**config.mk**
```make
export PLATFORM = sky130hd
export DESIGN_NAME = uart_rx_fifo_flat
export DESIGN_NICKNAME = d
export VERILOG_FILES = /design/src/rtl/uart_rx_fifo_if.sv /design/src/rtl/uart_rx_fifo.sv /design/src/flat_wrapper.sv
export SDC_FILE = /design/constraint.sdc
export NUM_CORES = 1
export LEC_CHECK = 0
export ABC_AREA = 1
export CAP_MARGIN = 25
export CORE_ASPECT_RATIO = 1.25
export CORE_MARGIN = 2
export CORE_UTILIZATION = 54
export DETAILED_ROUTE_END_ITERATION = 6
export PLACE_DENSITY = 0.75
export REMOVE_ABC_BUFFERS = 1
export SLEW_MARGIN = 10
export SYNTH_ARGS = -nofsm -noshare
export SYNTH_HDL_FRONTEND = slang
export SYNTH_SLANG_ARGS = --single-unit
```
**constraint.sdc**
```tcl
create_clock -name clk -period 2.25 [get_ports clk]
set_input_delay 0.3375 -clock clk [delete_from_list [all_inputs] [get_ports clk]]
set_output_delay 0.3375 -clock clk [all_outputs]
set_load 0.02 [all_outputs]
```
**src/rtl/uart_rx_fifo_if.sv**
```systemverilog
// rtl/uart_rx_fifo_if.sv - UART-side and CPU-side signal bundle for the receive FIFO.
interface uart_rx_fifo_if #(
  parameter int DEPTH = 16,
  parameter int AW    = $clog2(DEPTH)
);
  logic        rx_valid;
  logic [7:0]  rx_data;
  logic        rx_rd;
  logic        pop;
  logic        clear_overrun;
  logic [7:0]  dout;
  logic [AW:0] count;
  logic        empty;
  logic        full;
  logic        overrun;

  modport master (
    output rx_valid, rx_data, pop, clear_overrun,
    input  rx_rd, dout, count, empty, full, overrun
  );

  modport slave (
    input  rx_valid, rx_data, pop, clear_overrun,
    output rx_rd, dout, count, empty, full, overrun
  );
endinterface

```
**src/rtl/uart_rx_fifo.sv**
```systemverilog
// rtl/uart_rx_fifo.sv - Receive FIFO draining the UART into a CPU-readable registered output.
module uart_rx_fifo #(
  parameter int DEPTH        = 16,
  parameter int AW           = $clog2(DEPTH),
  parameter bit DROP_ON_FULL = 1'b0
) (
  input  logic           clk,
  input  logic           reset_button,
  uart_rx_fifo_if.slave  bus
);
  typedef enum logic {IDLE, ACK} state_t;

  state_t        state;
  logic [7:0]    mem [DEPTH];
  logic [AW-1:0] wr_ptr;
  logic [AW-1:0] rd_ptr;
  logic [AW:0]   count;
  logic [AW:0]   count_next;
  logic          empty;
  logic          full;
  logic          rx_rd;
  logic          overrun;
  logic [7:0]    dout;
  logic          space;
  logic          push;
  logic          drop;
  logic          take;

  // A pop in the same cycle frees the head slot, so a full FIFO can still accept.
  always_comb begin
    space = !full || bus.pop;
    push  = (state == IDLE) && bus.rx_valid && space;
    drop  = DROP_ON_FULL && (state == IDLE) && bus.rx_valid && !space;
    take  = bus.pop && !empty;
    count_next = count;
    case ({push, take})
      2'b10:   count_next = count + (AW+1)'(1);
      2'b01:   count_next = count - (AW+1)'(1);
      default: count_next = count;
    endcase
  end

  always_ff @(posedge clk) begin
    if (push) mem[wr_ptr] <= bus.rx_data;
  end

  always_ff @(posedge clk or negedge reset_button) begin
    if (!reset_button) begin
      state   <= IDLE;
      rx_rd   <= 1'b0;
      wr_ptr  <= '0;
      rd_ptr  <= '0;
      count   <= '0;
      empty   <= 1'b1;
      full    <= 1'b0;
      dout    <= 8'h00;
      overrun <= 1'b0;
    end else begin
      // ACK covers the cycle in which the UART is still dropping valid after rd.
      case (state)
        IDLE: begin
          if (push || drop) begin
            rx_rd <= 1'b1;
            state <= ACK;
          end else begin
            rx_rd <= 1'b0;
          end
        end
        ACK: begin
          rx_rd <= 1'b0;
          state <= IDLE;
        end
        default: begin
          rx_rd <= 1'b0;
          state <= IDLE;
        end
      endcase

      if (push) wr_ptr <= wr_ptr + AW'(1);

      if (take) begin
        dout   <= mem[rd_ptr];
        rd_ptr <= rd_ptr + AW'(1);
      end else if (bus.pop) begin
        dout <= 8'h00;
      end

      count <= count_next;
      empty <= (count_next == '0);
      full  <= (count_next == (AW+1)'(DEPTH));

      if (drop) overrun <= 1'b1;
      else if (bus.clear_overrun) overrun <= 1'b0;
    end
  end

  assign bus.rx_rd   = rx_rd;
  assign bus.dout    = dout;
  assign bus.count   = count;
  assign bus.empty   = empty;
  assign bus.full    = full;
  assign bus.overrun = overrun;
endmodule

```
**src/flat_wrapper.sv**
```systemverilog
// flat-port wrapper written by rule: the top's interface ports become plain ports
module uart_rx_fifo_flat 
#(
  parameter int DEPTH        = 16,
  parameter int AW           = $clog2(DEPTH),
  parameter bit DROP_ON_FULL = 1'b0
)
  (clk, reset_button, bus_rx_valid, bus_rx_data, bus_pop, bus_clear_overrun, bus_rx_rd, bus_dout, bus_count, bus_empty, bus_full, bus_overrun);
  uart_rx_fifo_if #(.DEPTH(DEPTH), .AW(AW)) bus_i ();
  input  logic clk;
  input  logic reset_button;
  input wire logic [$bits(bus_i.rx_valid)-1:0] bus_rx_valid;
  input wire logic [$bits(bus_i.rx_data)-1:0] bus_rx_data;
  input wire logic [$bits(bus_i.pop)-1:0] bus_pop;
  input wire logic [$bits(bus_i.clear_overrun)-1:0] bus_clear_overrun;
  output wire logic [$bits(bus_i.rx_rd)-1:0] bus_rx_rd;
  output wire logic [$bits(bus_i.dout)-1:0] bus_dout;
  output wire logic [$bits(bus_i.count)-1:0] bus_count;
  output wire logic [$bits(bus_i.empty)-1:0] bus_empty;
  output wire logic [$bits(bus_i.full)-1:0] bus_full;
  output wire logic [$bits(bus_i.overrun)-1:0] bus_overrun;
  assign bus_i.rx_valid = bus_rx_valid;
  assign bus_i.rx_data = bus_rx_data;
  assign bus_i.pop = bus_pop;
  assign bus_i.clear_overrun = bus_clear_overrun;
  assign bus_rx_rd = bus_i.rx_rd;
  assign bus_dout = bus_i.dout;
  assign bus_count = bus_i.count;
  assign bus_empty = bus_i.empty;
  assign bus_full = bus_i.full;
  assign bus_overrun = bus_i.overrun;
  uart_rx_fifo #(.DEPTH(DEPTH), .AW(AW), .DROP_ON_FULL(DROP_ON_FULL)) u_core (.clk(clk), .reset_button(reset_button), .bus(bus_i));
endmodule
```
; ---- Yosys cells after proc, flatten, opt, wreduce, memory -nomap -nowiden
; Memories as Yosys holds them, arrays and structs flattened.
; Cells that the tools add are included.
[totals]
ff_bits = 24
mem_bits_rw = 128
inputBits = 13
out_inout_bits = 17
word_cells = 30
mem_count = 1
[op_classes]
addsub = 4
eq_ne = 3
n_mux = 6
bitwise = 1
reduce_logical = 8
[mem_list]
columns = memory, words, word_bits, read_ports, rd_ports_with_merged_regs, write_ports, line_no
row1 = u_core.mem, 16, 8, 1, 0, 1, uart_rx_fifo.sv:14  ; logic [7:0] mem [DEPTH];
[op_table]
columns = operator, count
row1 = $mux 8, 2
row2 = $pmux 5 s2, 1
row3 = $add 4x1->4 const B, 2
row4 = $add 5x1->5 const B, 1
row5 = $eq 5x5->1 const B, 1
row6 = $logic_not 5->1, 1
row7 = $sub 5x1->5 const B, 1
row8 = $logic_and 1x1->1, 3
row9 = $eq 2x1->1 const B, 1
row10 = $eq 2x2->1 const B, 1
row11 = $logic_not 1->1, 2
row12 = $mux 1, 2
row13 = $pmux 1 s2, 1
row14 = $reduce_bool 2->1, 1
row15 = $logic_or 1x1->1, 1
row16 = $not 1->1, 1

; ---- Logic depth before layout (Yosys ltp)
; Gate-level depths: netlist of the first run.
[depth]
word_depth = 6
depth_mapped = 17
ltp_nobuf = 17

; ---- Least setup slack after synthesis of the first run
; Ideal clock, no wire load.
[synth_timing]
path_kind = register to register
start = reg u_core.empty, in the netlist u_core.bus.empty
end = reg u_core.full, in the netlist u_core.bus.full
setup_ps = 71
arrival_ps = 2152
required_ps = 2179
setup_slack_ps = 27
path_stages_with_launch = 14
path_buffers = 1
synth_period_minus_slack_ps = 2223
cell_sequence = dfstp_2 -> nor2_1 -> buf_2 -> ha_1 -> nand2_1 -> inv_1 -> nor2_1 -> ha_1 -> nand2_1 -> nand2_1 -> or2_1 -> nor2_1 -> nand3_1 -> nor2_1
[synth_between]
elab_chain_cells = 5
elab_cells_between_ends = 6
classes_between = eq/ne (3) / mux (1) / reduce/logical (2)
[synth_lines]
columns = element, line_no
row1 = "start, declared", uart_rx_fifo.sv:19  ; logic empty;
row2 = "start signal, assigned", uart_rx_fifo.sv:89  ; empty <= (count_next == '0);
row3 = $logic_not 1->1 *, uart_rx_fifo.sv:34  ; take = bus.pop && !empty;
row4 = $logic_and 1x1->1 *, uart_rx_fifo.sv:34
row5 = $eq 2x1->1 / $eq 2x2->1 (equally long branches), uart_rx_fifo.sv:36  ; case ({push, take})
row6 = $pmux 5 s2 *, uart_rx_fifo.sv:36
row7 = named net u_core.count_next[1], uart_rx_fifo.sv:18  ; logic [AW:0] count_next;
row8 = $eq 5x5->1 *, uart_rx_fifo.sv:90  ; full <= (count_next == (AW+1)'(DEPTH));
row9 = "end signal, assigned", uart_rx_fifo.sv:90
row10 = "end, declared", uart_rx_fifo.sv:20  ; logic full;
; The timed path passes the listed nets; every way through them passes the cells marked *.
; A chain may end at the register's enable or synchronous reset.

; ---- Worst setup path after layout of the first run
[layout_timing]
start = in bus_pop
end = reg u_core.full, in the netlist u_core.bus.full
[layout_between]
elab_chain_cells = 5
elab_cells_between_ends = 7
classes_between = eq/ne (3) / mux (1) / reduce/logical (3)
[layout_lines]
columns = element, line_no
row1 = "start, declared", flat_wrapper.sv:14  ; input wire logic [$bits(bus_i.pop)-1:0] bus_pop;
row2 = $logic_or 1x1->1, uart_rx_fifo.sv:31  ; space = !full || bus.pop;
row3 = $logic_and 1x1->1, uart_rx_fifo.sv:32  ; push = (state == IDLE) && bus.rx_valid && space;
row4 = $eq 2x1->1 / $eq 2x2->1 (equally long branches), uart_rx_fifo.sv:36
row5 = $pmux 5 s2 *, uart_rx_fifo.sv:36
row6 = named net u_core.count_next[1], uart_rx_fifo.sv:18
row7 = $eq 5x5->1 *, uart_rx_fifo.sv:90
; Marks and branches as above.

==> tab_implementation.tex, run 1 <==
\begin{tabular}{lr}
\hline
Metric & Value \\
\hline
\multicolumn{2}{l}{\textbf{Drt}} \\
Number of iterations in the first detailed-routing pass & 6 \\
Wire length reported by the detailed router & 13900 um \\
Drt wl/cell & around 17 um \\
Final antenna-violating net count & 0 \\
Count of unresolved DRC violations after routing & 0 \\
Number of DRC markers in iteration 0 & $\sim$450 \\
Number of vias per cell & around 5.5 \\
Number of vias in the routed layout & $\sim$4400 \\
\multicolumn{2}{l}{\textbf{Floorplan}} \\
DIE AREA & between 0.01 and 0.015 mm2 \\
Die X-Extent & around 100 um \\
\# IOs & 30 \\
Number of core rows & 44 \\
Effective utilization at floorplan & between 50\% and 60\% \\
Vert. Die Dim & approximately 130 um \\
Core footprint & approximately 0.012 mm2 \\
\multicolumn{2}{l}{\textbf{Pwr}} \\
Total power & slightly below 0.01 W \\
Sw Pwr & between 0.003 and 0.004 W \\
Comb power frac & approximately 36\% \\
Part of the total power dissipated in sequential elements & a little under two fifths \\
Share of power burned in the clock network & 26.3\% \\
Peak supply drop & 0.000853 V \\
Total power density per cell area & 1310 mW/mm2 \\
Internal power of the cells & 0.00624 W \\
Proportion of total power due to net switching & 36.4\% \\
Leak Pwr & roughly 2.9 nW \\
\multicolumn{2}{l}{\textbf{Hold path}} \\
Hold Path Class & in -> async \\
\multicolumn{2}{l}{\textbf{Critical path}} \\
Required @ worst endpoint & about 2600 ps \\
Register-to-register setup slack & about 200 ps \\
Startpoint type of the worst setup path & primary input \\
Maximum net fanout on the critical path & 3 \\
Reg-to-reg critical path endpoint & u\_core.bus.full \\
CP endpoint kind & register \\
Class of the most critical setup path & in -> reg \\
R2R cell count & 12 \\
Arrival time reported for the critical path endpoint & approximately 2400 ps \\
Launching point of the worst reg2reg path & u\_core.bus.empty \\
\multicolumn{2}{l}{\textbf{Layout}} \\
Total number of nets in the final design & roughly 650 \\
Area growth from synthesis to final layout & 17.2\% \\
Final std cell area, no fill & between 0.007 and 0.008 mm2 \\
Fraction of layout cells with a size suffix above 1 & 11.4\% \\
Ant. Diodes & 0 \\
\multicolumn{2}{l}{\textbf{STA}} \\
Max-Slew Margin vs Limit & slightly above 50\% \\
TNS Setup & 0 ps \\
Hold Slack & 294 ps \\
Tcrit/Tclk final & approximately nine tenths \\
Max Clk Rate & just under 0.5 GHz \\
Max Transition Viols Final & 0 \\
Worst Max-Slew Pin Slew & just over 700 ps \\
Final worst path period need & 2060 ps \\
Worst clock skew & between 6 and 7 ps \\
Total count of hold-check failures in the final report & 0 \\
Setup violators final & 0 \\
\multicolumn{2}{l}{\textbf{Yosys}} \\
Gate count after technology mapping & $\sim$580 \\
Cell taking the most area after synthesis & sky130\_fd\_sc\_hd\_\_edfxtp\_1 \\
Register area share after synthesis & around 69\% \\
Yosys reg bits & 152 \\
Total number of yosys warnings & 0 \\
Dominant cells by area after synthesis & sky130\_fd\_sc\_hd\_\_edfxtp\_1 60\%, sky130\_fd\_sc\_hd\_\_dfrtp\_1 9.0\%, sky130\_fd\_sc\_hd\_\_nor2\_1 7.6\% \\
Mean cell area of the mapped netlist & roughly 11 um2 \\
Area share of the largest cell type after synthesis & between 60\% and 70\% \\
Netlist cell types & 27 \\
Netlist area before placement & approximately 0.0064 mm2 \\
\multicolumn{2}{l}{\textbf{Place}} \\
Placed wire-length estimate & 8680 um \\
Area post-placement & approximately 0.007 mm2 \\
Last weighted congestion value of the routability-driven placer & 0.841 \\
IO Port Bufs & 27 \\
\multicolumn{2}{l}{\textbf{GRT}} \\
Wire length of the first global-routing pass & $\sim$22000 um \\
Initial antenna violation count & 0 \\
Via count of the first global-routing pass & approximately 4400 \\
Final global-route overflow total & 0 \\
Maximum number of pins on one net before global-route repair & approximately 60 \\
Total global-route track usage & between 20\% and 30\% \\
\multicolumn{2}{l}{\textbf{CTS}} \\
Post-CTS Hold Fix Bufs & 0 \\
Clock latency on the worst-skew pair & between 400 and 500 ps \\
Clock Sinks & 152 \\
Clock tree from TritonCTS & built \\
Clock edge transition at the registers on the reported setup and hold paths & 60 ps \\
Maximum clock path buffer count & 2 \\
Buffer type at the clock tree root & sky130\_fd\_sc\_hd\_\_clkbuf\_16 \\
Deepest level of the CTS H-tree & 4 \\
Number of clock buffers inserted by TritonCTS & 17 \\
\multicolumn{2}{l}{\textbf{Run}} \\
Number of maximum-capacitance constraint violations & 0 \\
\multicolumn{2}{l}{\textbf{Run status}} \\
Status & complete, no violations \\
\hline
\end{tabular}
==> Yosys cell counts <==
cell,n
sky130_fd_sc_hd__o21ai_0,56
sky130_fd_sc_hd__conb_1,1
sky130_fd_sc_hd__dfstp_2,1
sky130_fd_sc_hd__buf_6,5
sky130_fd_sc_hd__xnor2_1,1
sky130_fd_sc_hd__nand4_1,4
sky130_fd_sc_hd__ha_1,8
sky130_fd_sc_hd__o21ai_1,14
sky130_fd_sc_hd__xor2_1,6
sky130_fd_sc_hd__a21oi_1,6
sky130_fd_sc_hd__inv_2,3
sky130_fd_sc_hd__inv_1,24
sky130_fd_sc_hd__nor2_4,1
sky130_fd_sc_hd__buf_4,7
sky130_fd_sc_hd__buf_1,1
sky130_fd_sc_hd__nor2_1,130
sky130_fd_sc_hd__inv_4,1
sky130_fd_sc_hd__edfxtp_1,128
sky130_fd_sc_hd__clkbuf_2,1
sky130_fd_sc_hd__buf_2,10
sky130_fd_sc_hd__o211ai_1,8
sky130_fd_sc_hd__clkbuf_1,3
sky130_fd_sc_hd__nand2_1,98
sky130_fd_sc_hd__or2_1,1
sky130_fd_sc_hd__dfrtp_1,23
sky130_fd_sc_hd__nand3_1,33
sky130_fd_sc_hd__clkinv_1,1
==> critical path, cell delays in order <==
cell                              delay (ps)
sky130_fd_sc_hd__clkdlybuf4s50_1         480
sky130_fd_sc_hd__inv_2                    50
sky130_fd_sc_hd__nand2_1                  50
sky130_fd_sc_hd__nand2_1                  70
sky130_fd_sc_hd__ha_2                    210
sky130_fd_sc_hd__nand2_1                  90
sky130_fd_sc_hd__inv_1                    70
sky130_fd_sc_hd__nor2_2                  130
sky130_fd_sc_hd__ha_1                    270
sky130_fd_sc_hd__nand2_1                  70
sky130_fd_sc_hd__nand2_1                  60
sky130_fd_sc_hd__or2_1                   220
sky130_fd_sc_hd__nor2_1                  100
sky130_fd_sc_hd__nand3_1                 100
sky130_fd_sc_hd__nor2_1                  110
==> per-layer routing <==
layer	GRT usage (%)	up-vias	part of all wire [%]
met1	30.7	2128	40
met4	12.2	0	3.6
met5	0	-	0
met3	4.72	35	6.0
met2	37.5	201	50
li1	-	2062	-
==> cell usage in the layout (no fill, tap or decap), types with 7 or more instances in the layout <==
cell                              Yosys  layout
sky130_fd_sc_hd__ha_1                 8       7
sky130_fd_sc_hd__dfrtp_1             23      22
sky130_fd_sc_hd__clkbuf_16            0      17
sky130_fd_sc_hd__clkdlybuf4s50_1      0      27
sky130_fd_sc_hd__inv_1               24      24
sky130_fd_sc_hd__buf_4                7      33
sky130_fd_sc_hd__nand2_1             98      97
sky130_fd_sc_hd__o21ai_1             14      14
sky130_fd_sc_hd__edfxtp_1           128     128
sky130_fd_sc_hd__nor2_1             130     127
sky130_fd_sc_hd__nand3_1             33      33
sky130_fd_sc_hd__o21ai_0             56      56
sky130_fd_sc_hd__o211ai_1             8       8
==> cells by family (layout without fill, tap and decap cells) <==
logic type	count (synthesis)	count (layout)	synth area share [%]
adders and majority gates	8	8	1.56
DFF	152	152	69.4
other	1	1	0.0585
xor gates and xnor gates	7	7	0.957
and+or+nand+nor	267	267	16.6
buffers and inverters	56	121	4.53
AOI/OAI and AO/OA	84	84	6.88
==> per-stage QoR <==
step | utilization [%] | cells | worst slack, ps
after floorplan | - | 548 | -199
after global placement | 59.7 | 768 | -198
after detailed placement | 59.7 | 768 | -311
after CTS | 64.4 | 800 | 118
after global routing | 64.6 | 801 | -4.34
final | 64.6 | 801 | 189
==> cell type report <==
class                   count  area (um2)
flip-flops and latches    152        4450
fillers                   873        4110
multi-input cells         367        1680
repair buffers             60         518
clock buffers              23         468
well taps                 161         201
inverters                  29         111
clock inverters             9        77.6
==> flip-flops by register name (all words and copies together) (netlist names) <==
signal            flops
u_core.mem          128
u_core.bus.dout       8
u_core.bus.count      5
u_core.rd_ptr         4
u_core.wr_ptr         4
u_core.bus.empty      1
u_core.bus.full       1
u_core.state          1
==> worst max-delay path by stage <==
stage | start | cells past startpoint | to
after floorplan | u_core.rd_ptr[0] | 7 | u_core.bus.dout[2]
after global placement | bus_rx_valid | 15 | u_core.bus.full
after detailed placement | bus_pop | 15 | u_core.bus.full
after CTS | bus_pop | 15 | u_core.bus.full
after global routing | bus_pop | 17 | u_core.bus.full
final | bus_pop | 15 | u_core.bus.full
==> power by group through the flow <==
stage | clock network [W] | registers (W) | logic (W)
floorplan | 0 | 0.00403 | 0.00183
global placement | 0 | 0.00374 | 0.00332
detailed placement | 0 | 0.00376 | 0.00345
CTS | 0.00261 | 0.00370 | 0.00348
global route | 0.00273 | 0.00376 | 0.00392
finish | 0.00258 | 0.00371 | 0.00352
==> what timing repair did <==
| item | in CTS | in global routing |
|---|---|---|
| resized for setup | 0 | 5 |
| setup buffers | 0 | 1 |
| endpoints found under the setup margin | 0 | 2 |
No activity file was read; power rests on OpenSTA's default activity.
==> inputs of run 2 (changes only) <==
--- a/config.mk
+++ b/config.mk
@@ -12,7 +12,6 @@
 export CORE_UTILIZATION = 54
 export DETAILED_ROUTE_END_ITERATION = 6
 export PLACE_DENSITY = 0.75
-export REMOVE_ABC_BUFFERS = 1
 export SLEW_MARGIN = 10
 export SYNTH_ARGS = -nofsm -noshare
 export SYNTH_HDL_FRONTEND = slang
==> run 2 against run 1 <==
  * Flip-flop and latch count did not move
  * Global-route usage rose by 0.076 points
  * Sequential power barely moved
  * Via count rose by 0.95%
  * Largest power group unchanged
  * Setup slack improved by 5.8 ps
  * Final area rose by 0.45%
  * Sequential share of layout area fell by 0.27 points
  * Critical path type is now reg -> reg
  * Final cell count fell by 0.12%
==> tab_implementation.tex, run 2 (synthesis results as in run 1) <==
\begin{tabular}{lr}
\hline
Metric & Value \\
\hline
\multicolumn{2}{l}{\textbf{Layout}} \\
Fraction of layout cells with a size suffix above 1 & 10.8\% (-0.61 points) \\
Number of flip-flops under the largest register name & 128 (unchanged) \\
Count of fill cells added during filler insertion & 844 (-3.3\%) \\
Total number of nets in the final design & 647 (-0.15\%) \\
Largest registers & u\_core.mem: 128 flops, u\_core.bus.dout: 8 flops, u\_core.bus.count: 5 flops \\
Register with the most flip-flops & u\_core.mem \\
Ant. Diodes & 0 (unchanged) \\
Most common cell after layout, fill and taps aside & sky130\_fd\_sc\_hd\_\_nor2\_1 \\
Total area of multi-input combinational cells & 0.00167 mm2 (-0.60\%) \\
Highest-count cells in the layout ignoring fill and taps & 129 x sky130\_fd\_sc\_hd\_\_nor2\_1, 128 x sky130\_fd\_sc\_hd\_\_edfxtp\_1, 98 x sky130\_fd\_sc\_hd\_\_nand2\_1 \\
Area growth from synthesis to final layout & 17.7\% \\
Post-layout util & 64.9\% (+0.29 points) \\
Final std cell area, no fill & 0.00754 mm2 (+0.45\%) \\
Register area & 0.00445 mm2 (unchanged) \\
\multicolumn{2}{l}{\textbf{GRT}} \\
Wire length of the first global-routing pass & 22200 um (-0.59\%) \\
Maximum number of pins on one net before global-route repair & 59 (unchanged) \\
Initial antenna violation count & 0 (unchanged) \\
Total global-route track usage & 23.6\% (+0.076 points) \\
Via count of the first global-routing pass & 4265 (-3.2\%) \\
Final global-route overflow total & 0 (unchanged) \\
\multicolumn{2}{l}{\textbf{Place}} \\
Worst slack, placed & -220 ps (+91.7 ps) \\
Area post-placement & 0.00694 mm2 (unchanged) \\
IO Port Bufs & 27 (unchanged) \\
Last weighted congestion value of the routability-driven placer & 0.889 (+5.7\%) \\
Placed wire-length estimate & 8670 um (-0.11\%) \\
\multicolumn{2}{l}{\textbf{Pwr}} \\
Share of power burned in the clock network & 27.9\% (+1.6 points) \\
Comb power frac & 35.7\% (-0.2 points) \\
Internal power of the cells & 0.00643 W (+3.1\%) \\
Peak supply drop & 0.000977 V (+15\%) \\
Part of the total power dissipated in sequential elements & 36.4\% (-1.4 points) \\
Sw Pwr & 0.00368 W (+2.9\%) \\
Proportion of total power due to net switching & 36.4\% (-0.045 points) \\
Leak Pwr & 2.88 nW (+0.31\%) \\
Total power density per cell area & 1340 mW/mm2 (+2.5\%) \\
\multicolumn{2}{l}{\textbf{Critical path}} \\
CP dominant cell by count & sky130\_fd\_sc\_hd\_\_nor2\_1 \\
Register-to-register setup slack & 190 ps (about the same) \\
Launching point of the worst reg2reg path & u\_core.bus.empty \\
Class of the most critical setup path & reg -> reg \\
Reg-to-reg critical path endpoint & u\_core.bus.full \\
Delay of the slowest cell on the worst path & 550 ps (+70 ps) \\
R2R cell count & 11 (-1) \\
Required @ worst endpoint & 2610 ps (+20 ps) \\
CP endpoint kind & register \\
List of cells traversed by the critical path & nor2\_1, ha\_1, nor2\_1, nor2\_2, ha\_1, nand2\_1, nand2\_1, or2\_1, nor2\_1, nand3\_1, nor2\_1 \\
CP max-delay cell & sky130\_fd\_sc\_hd\_\_dfstp\_2 \\
Arrival time reported for the critical path endpoint & 2410 ps (about the same) \\
Startpoint type of the worst setup path & register \\
Maximum net fanout on the critical path & 3 (unchanged) \\
\multicolumn{2}{l}{\textbf{STA}} \\
Final worst path period need & 2060 ps (-5.79 ps) \\
Max Transition Viols Final & 0 (unchanged) \\
Max-Slew Margin vs Limit & 51.7\% (+0.14 points) \\
Unrepaired setup endpoints after global routing & no \\
Total count of hold-check failures in the final report & 0 (unchanged) \\
Final WS setup & 194 ps (+5.79 ps) \\
Tcrit/Tclk final & 91.4\% (-0.26 points) \\
Setup violators final & 0 (unchanged) \\
Worst clock skew & 8.96 ps (+2.58 ps) \\
TNS Setup & 0 ps (unchanged) \\
Worst Max-Slew Pin Slew & 722 ps (-2.05 ps) \\
Max Clk Rate & 0.486 GHz (+0.28\%) \\
\multicolumn{2}{l}{\textbf{Drt}} \\
Drt wl/cell & 17.7 um (+1.7\%) \\
Number of vias in the routed layout & 4468 (+0.95\%) \\
Wire length on met1 & 5180 um (-6.7\%) \\
Count of unresolved DRC violations after routing & 0 (unchanged) \\
Number of vias per cell & 5.59 (+1.1\%) \\
Met3 layer wire length in the routed design & 1140 um (+35\%) \\
Number of iterations in the first detailed-routing pass & 5 (-1) \\
Wire length reported by the detailed router & 14100 um (+1.5\%) \\
Final antenna-violating net count & 0 (unchanged) \\
Met2 wire len & 7140 um (+1.6\%) \\
Number of DRC markers in iteration 0 & 492 (+10\%) \\
Top layer in use & met4 \\
\multicolumn{2}{l}{\textbf{Floorplan}} \\
Effective utilization at floorplan & 55.1\% (unchanged) \\
\# IOs & 30 (unchanged) \\
Number of core rows & 44 (unchanged) \\
Vert. Die Dim & 126 um (unchanged) \\
Core footprint & 0.0116 mm2 (unchanged) \\
DIE AREA & 0.0128 mm2 (unchanged) \\
Die X-Extent & 101 um (unchanged) \\
\multicolumn{2}{l}{\textbf{Run status}} \\
Status & complete, no violations \\
\multicolumn{2}{l}{\textbf{Yosys}} \\
Post-Synthesis Net Count & between 500 and 600 \\
\multicolumn{2}{l}{\textbf{Hold path}} \\
Hold Path Class & in -> async \\
\multicolumn{2}{l}{\textbf{CTS}} \\
Maximum clock path buffer count & 2 (unchanged) \\
Clock latency on the worst-skew pair & 430 ps (+20 ps) \\
Buffer type at the clock tree root & sky130\_fd\_sc\_hd\_\_clkbuf\_16 \\
Deepest level of the CTS H-tree & 4 (unchanged) \\
Clock edge transition at the registers on the reported setup and hold paths & 60 ps (about the same) \\
Number of clock buffers inserted by TritonCTS & 17 (unchanged) \\
Clock Sinks & 152 (unchanged) \\
Clock tree from TritonCTS & built \\
\multicolumn{2}{l}{\textbf{Run}} \\
Number of maximum-capacitance constraint violations & 0 (unchanged) \\
\hline
\end{tabular}
## run 2: cell count changes in the layout (fill, tap and decap cells not counted), sizes merged
cell / change
clkinvlp: +2
buf: -1
clkbuf: -4
bufinv: +2
## run 2: worst max-delay path: cells and delay by family, from the launching register on
kind / cells / cell delay (ps)
flops: 1 / 550
fa+ha+maj: 2 / 470
simple gates: 9 / 970
## run 2: what timing repair did
item | 4_1_cts | 5_1_grt
setup endpoints to repair | 0 | 1
hold buffers | 0 | 0
setup buffers | 0 | 0
gates resized for setup | 0 | 1
## run 2: worst max path at each step
stage | from | end | slack [ps] | cells after the start
final | u_core.bus.empty | u_core.bus.full | 190 | 11
after global routing | u_core.bus.empty | u_core.bus.full | 10 | 11
after CTS | u_core.bus.empty | u_core.bus.full | 190 | 12
after detailed placement | bus_pop | u_core.bus.full | -220 | 15
after global placement | bus_rx_valid | u_core.bus.full | -180 | 15
after floorplan | u_core.bus.empty | u_core.bus.full | 30 | 13
## run 2: per-layer routing
metal  GRT usage [%]  up-vias
met1            29.6     2124
li1                -     2055
met2            37.9      236
met3            4.88       53
met4            13.9        0
met5               0        -
## run 2: area by class of cell
type	instances	share of cell area [%]
clock buffers	19	5.88
clock inverters	13	2.04
inverters	29	1.48
multi-input cells	367	22.2
flip-flops and latches	152	59.0
well taps	161	2.67
repair buffers	59	6.77
## run 2: metrics by stage
step,hold WS (ps),std cells,total power [W]
2_1_floorplan,41.9,575,0.00613
3_3_place_gp,466,768,0.00710
3_5_place_dp,474,768,0.00725
4_1_cts,280,800,0.0101
5_1_grt,303,800,0.0107
6_report,271,800,0.0101
## run 2: power by group through the flow
stage               Sequential, W  Clock [W]  Combinational, W
floorplan                 0.00382          0           0.00231
global placement          0.00370          0           0.00340
detailed placement        0.00373          0           0.00352
CTS                       0.00367    0.00284           0.00357
global route              0.00372    0.00297           0.00398
finish                    0.00368    0.00282           0.00361
==> inputs of run 3 (changes only) <==
==> constraint.sdc (replaced) <==
create_clock -name clk -period 2.25 [get_ports clk]
set_input_delay 0.45 -clock clk [delete_from_list [all_inputs] [get_ports clk]]
set_output_delay 0.45 -clock clk [all_outputs]
set_load 0.02 [all_outputs]
==> run 3 against run 2 <==
  * Non-clock buffer count is 11 higher
  * Setup slack got worse by 120 ps
  * Critical endpoint is now u_core.bus.empty
  * Die area unchanged
  * Register-to-register slack improved by 30 ps
  * Largest power group unchanged
==> tab_implementation.tex, run 3 (synthesis results as in run 1) <==
\begin{tabular}{lr}
\hline
Metric & Value \\
\hline
\multicolumn{2}{l}{\textbf{Run status}} \\
Status & complete, no violations \\
\multicolumn{2}{l}{\textbf{Critical path}} \\
Class of the most critical setup path & in -> reg \\
CP max-delay cell & sky130\_fd\_sc\_hd\_\_clkdlybuf4s50\_1 \\
Maximum net fanout on the critical path & 3 (unchanged) \\
Arrival time reported for the critical path endpoint & 2530 ps (+120 ps) \\
Delay of the slowest cell on the worst path & 460 ps (-90 ps) \\
Family of cells with the greatest summed delay on the critical path & simple AND/OR/NAND/NOR gates \\
List of cells traversed by the critical path & clkdlybuf4s50\_1, inv\_1, nor2\_1, nand2\_1, ha\_2, nand2\_2, inv\_1, nor2\_2, ha\_1, nand2\_1, nand2\_1, or2\_1, nor2\_1, nand3\_1, nor2\_1 \\
Required @ worst endpoint & 2600 ps (about the same) \\
Worst Path Buf+Inv & 3 (+3) \\
Startpoint type of the worst setup path & primary input \\
CP endpoint kind & register \\
\multicolumn{2}{l}{\textbf{Floorplan}} \\
Effective utilization at floorplan & 55.1\% (unchanged) \\
Vert. Die Dim & 126 um (unchanged) \\
\# IOs & 30 (unchanged) \\
DIE AREA & 0.0128 mm2 (unchanged) \\
Die X-Extent & 101 um (unchanged) \\
Number of core rows & 44 (unchanged) \\
Core footprint & 0.0116 mm2 (unchanged) \\
\multicolumn{2}{l}{\textbf{Place}} \\
Area post-placement & 0.00701 mm2 (+0.97\%) \\
Number of cells after detailed placement & 775 (+0.91\%) \\
Placed wire-length estimate & 8530 um (-1.6\%) \\
IO Port Bufs & 27 (unchanged) \\
Last weighted congestion value of the routability-driven placer & 0.877 (-1.3\%) \\
\multicolumn{2}{l}{\textbf{GRT}} \\
Final global-route overflow total & 0 (unchanged) \\
Wire length of the first global-routing pass & 21900 um (-1.4\%) \\
Maximum number of pins on one net before global-route repair & 59 (unchanged) \\
Via count of the first global-routing pass & 4375 (+2.6\%) \\
Total global-route track usage & 23.0\% (-0.67 points) \\
Initial antenna violation count & 0 (unchanged) \\
\multicolumn{2}{l}{\textbf{CTS}} \\
Maximum clock path buffer count & 2 (unchanged) \\
Number of clock buffers inserted by TritonCTS & 17 (unchanged) \\
Clock edge transition at the registers on the reported setup and hold paths & 60 ps (about the same) \\
Post-CTS Hold Fix Bufs & 0 (unchanged) \\
Deepest level of the CTS H-tree & 4 (unchanged) \\
Clock tree from TritonCTS & built \\
Clock Sinks & 152 (unchanged) \\
Buffer type at the clock tree root & sky130\_fd\_sc\_hd\_\_clkbuf\_16 \\
Clock latency on the worst-skew pair & 420 ps (about the same) \\
\multicolumn{2}{l}{\textbf{Layout}} \\
Most common cell after layout, fill and taps aside & sky130\_fd\_sc\_hd\_\_edfxtp\_1 \\
Ant. Diodes & 0 (unchanged) \\
Highest-count cells in the layout ignoring fill and taps & 128 x sky130\_fd\_sc\_hd\_\_edfxtp\_1, 127 x sky130\_fd\_sc\_hd\_\_nor2\_1, 97 x sky130\_fd\_sc\_hd\_\_nand2\_1 \\
Area growth from synthesis to final layout & 19.5\% \\
Number of flip-flops under the largest register name & 128 (unchanged) \\
Fraction of layout cells with a size suffix above 1 & 13.2\% (+2.4 points) \\
Largest registers & u\_core.mem: 128 flops, u\_core.bus.dout: 8 flops, u\_core.bus.count: 5 flops \\
Total number of nets in the final design & 658 (+1.7\%) \\
Post-layout util & 65.9\% (+0.97 points) \\
Post-Layout Cell Count & 811 (+1.4\%) \\
Count of fill cells added during filler insertion & 828 (-1.9\%) \\
Register with the most flip-flops & u\_core.mem \\
Final std cell area, no fill & 0.00765 mm2 (+1.5\%) \\
\multicolumn{2}{l}{\textbf{Pwr}} \\
Total power density per cell area & 1320 mW/mm2 (-1.2\%) \\
Proportion of total power due to net switching & 36.0\% (-0.39 points) \\
Leak Pwr & 2.95 nW (+2.5\%) \\
Sw Pwr & 0.00365 W (-0.82\%) \\
Share of power burned in the clock network & 28.1\% (+0.2 points) \\
Internal power of the cells & 0.00649 W (+0.85\%) \\
Comb power frac & 35.6\% (about the same) \\
Part of the total power dissipated in sequential elements & 36.3\% (about the same) \\
Peak supply drop & 0.000725 V (-26\%) \\
\multicolumn{2}{l}{\textbf{STA}} \\
Max Clk Rate & 0.459 GHz (-5.6\%) \\
Hold Slack & 391 ps (+119 ps) \\
Worst clock skew & 6.91 ps (-2.05 ps) \\
Max Transition Viols Final & 0 (unchanged) \\
Final worst path period need & 2180 ps (+122 ps) \\
Max-Slew Margin vs Limit & 58.5\% (+6.8 points) \\
Worst Max-Slew Pin Slew & 620 ps (-102 ps) \\
Setup violators final & 0 (unchanged) \\
Tcrit/Tclk final & 96.8\% (+5.4 points) \\
Total count of hold-check failures in the final report & 0 (unchanged) \\
\multicolumn{2}{l}{\textbf{Drt}} \\
Number of vias per cell & 5.49 (-1.6\%) \\
Count of unresolved DRC violations after routing & 0 (unchanged) \\
Drt wl/cell & 17.1 um (-3.4\%) \\
Wire length reported by the detailed router & 13800 um (-2.1\%) \\
Number of DRC markers in iteration 0 & 334 (-32\%) \\
Final antenna-violating net count & 0 (unchanged) \\
Number of vias in the routed layout & 4455 (-0.29\%) \\
Number of iterations in the first detailed-routing pass & 4 (-1) \\
\multicolumn{2}{l}{\textbf{Run}} \\
Number of maximum-capacitance constraint violations & 0 (unchanged) \\
\multicolumn{2}{l}{\textbf{Yosys}} \\
Post-Synthesis Net Count & 596 (unchanged) \\
\multicolumn{2}{l}{\textbf{Hold path}} \\
Hold Path Class & in -> async \\
\hline
\end{tabular}
==> run 3: cell type report <==
class,count,area [um2],share of cell area [%]
Sequential cell,152,4450,58.1
Multi-Input combinational cell,367,1680,22.0
Timing Repair Buffer,70,606,7.91
Clock buffer,17,425,5.56
Tap cell,161,201,2.63
Clock inverter,15,179,2.34
Inverter,29,111,1.46
==> run 3: through the flow <==
step / power (W) / setup TNS [ps] / worst slack, ps
2_1_floorplan: 0.00613 / 0 / 15.5
3_3_place_gp: 0.00713 / -695 / -302
3_5_place_dp: 0.00723 / -1050 / -384
4_1_cts: 0.0101 / 0 / 48.1
5_1_grt: 0.0107 / -101 / -59.2
6_report: 0.0101 / 0 / 72.1
==> run 3: final timing paths <==
kind                                         start            endpoint  slack [ps]  cells past startpoint
worst max-delay path                  bus_rx_valid    u_core.bus.empty          70                     15
worst min-delay path                  reset_button     u_core.bus.full         390                      2
worst max register to register    u_core.bus.empty    u_core.bus.empty         220                     12
worst min register to register  u_core.bus.dout[4]  u_core.bus.dout[4]         480                      2
max in group asynchronous             reset_button    u_core.bus.empty        1570                      2
min in group clk                u_core.bus.dout[4]  u_core.bus.dout[4]         480                      2
==> run 3: per-layer routing <==
| metal | GRT usage (%) | part of all wire [%] | vias up |
|---|---|---|---|
| li1 | - | - | 2086 |
| met1 | 27.2 | 38 | 2149 |
| met2 | 38.9 | 52 | 166 |
| met3 | 5.33 | 6.3 | 54 |
| met4 | 11.4 | 4.3 | 0 |
| met5 | 0 | 0 | - |
==> run 3: repair_timing <==
| action | 4_1_cts | 5_1_grt |
|---|---|---|
| setup endpoints to repair | 0 | 2 |
| setup buffers | 0 | 4 |
| resized for setup | 0 | 4 |
==> run 3: power groups by stage <==
stage | Combinational, W | Sequential [W] | Clock (W)
after floorplan | 0.00231 | 0.00382 | 0
after global placement | 0.00344 | 0.00370 | 0
after detailed placement | 0.00351 | 0.00372 | 0
after CTS | 0.00357 | 0.00367 | 0.00288
after global routing | 0.00404 | 0.00371 | 0.00298
final | 0.00361 | 0.00368 | 0.00285
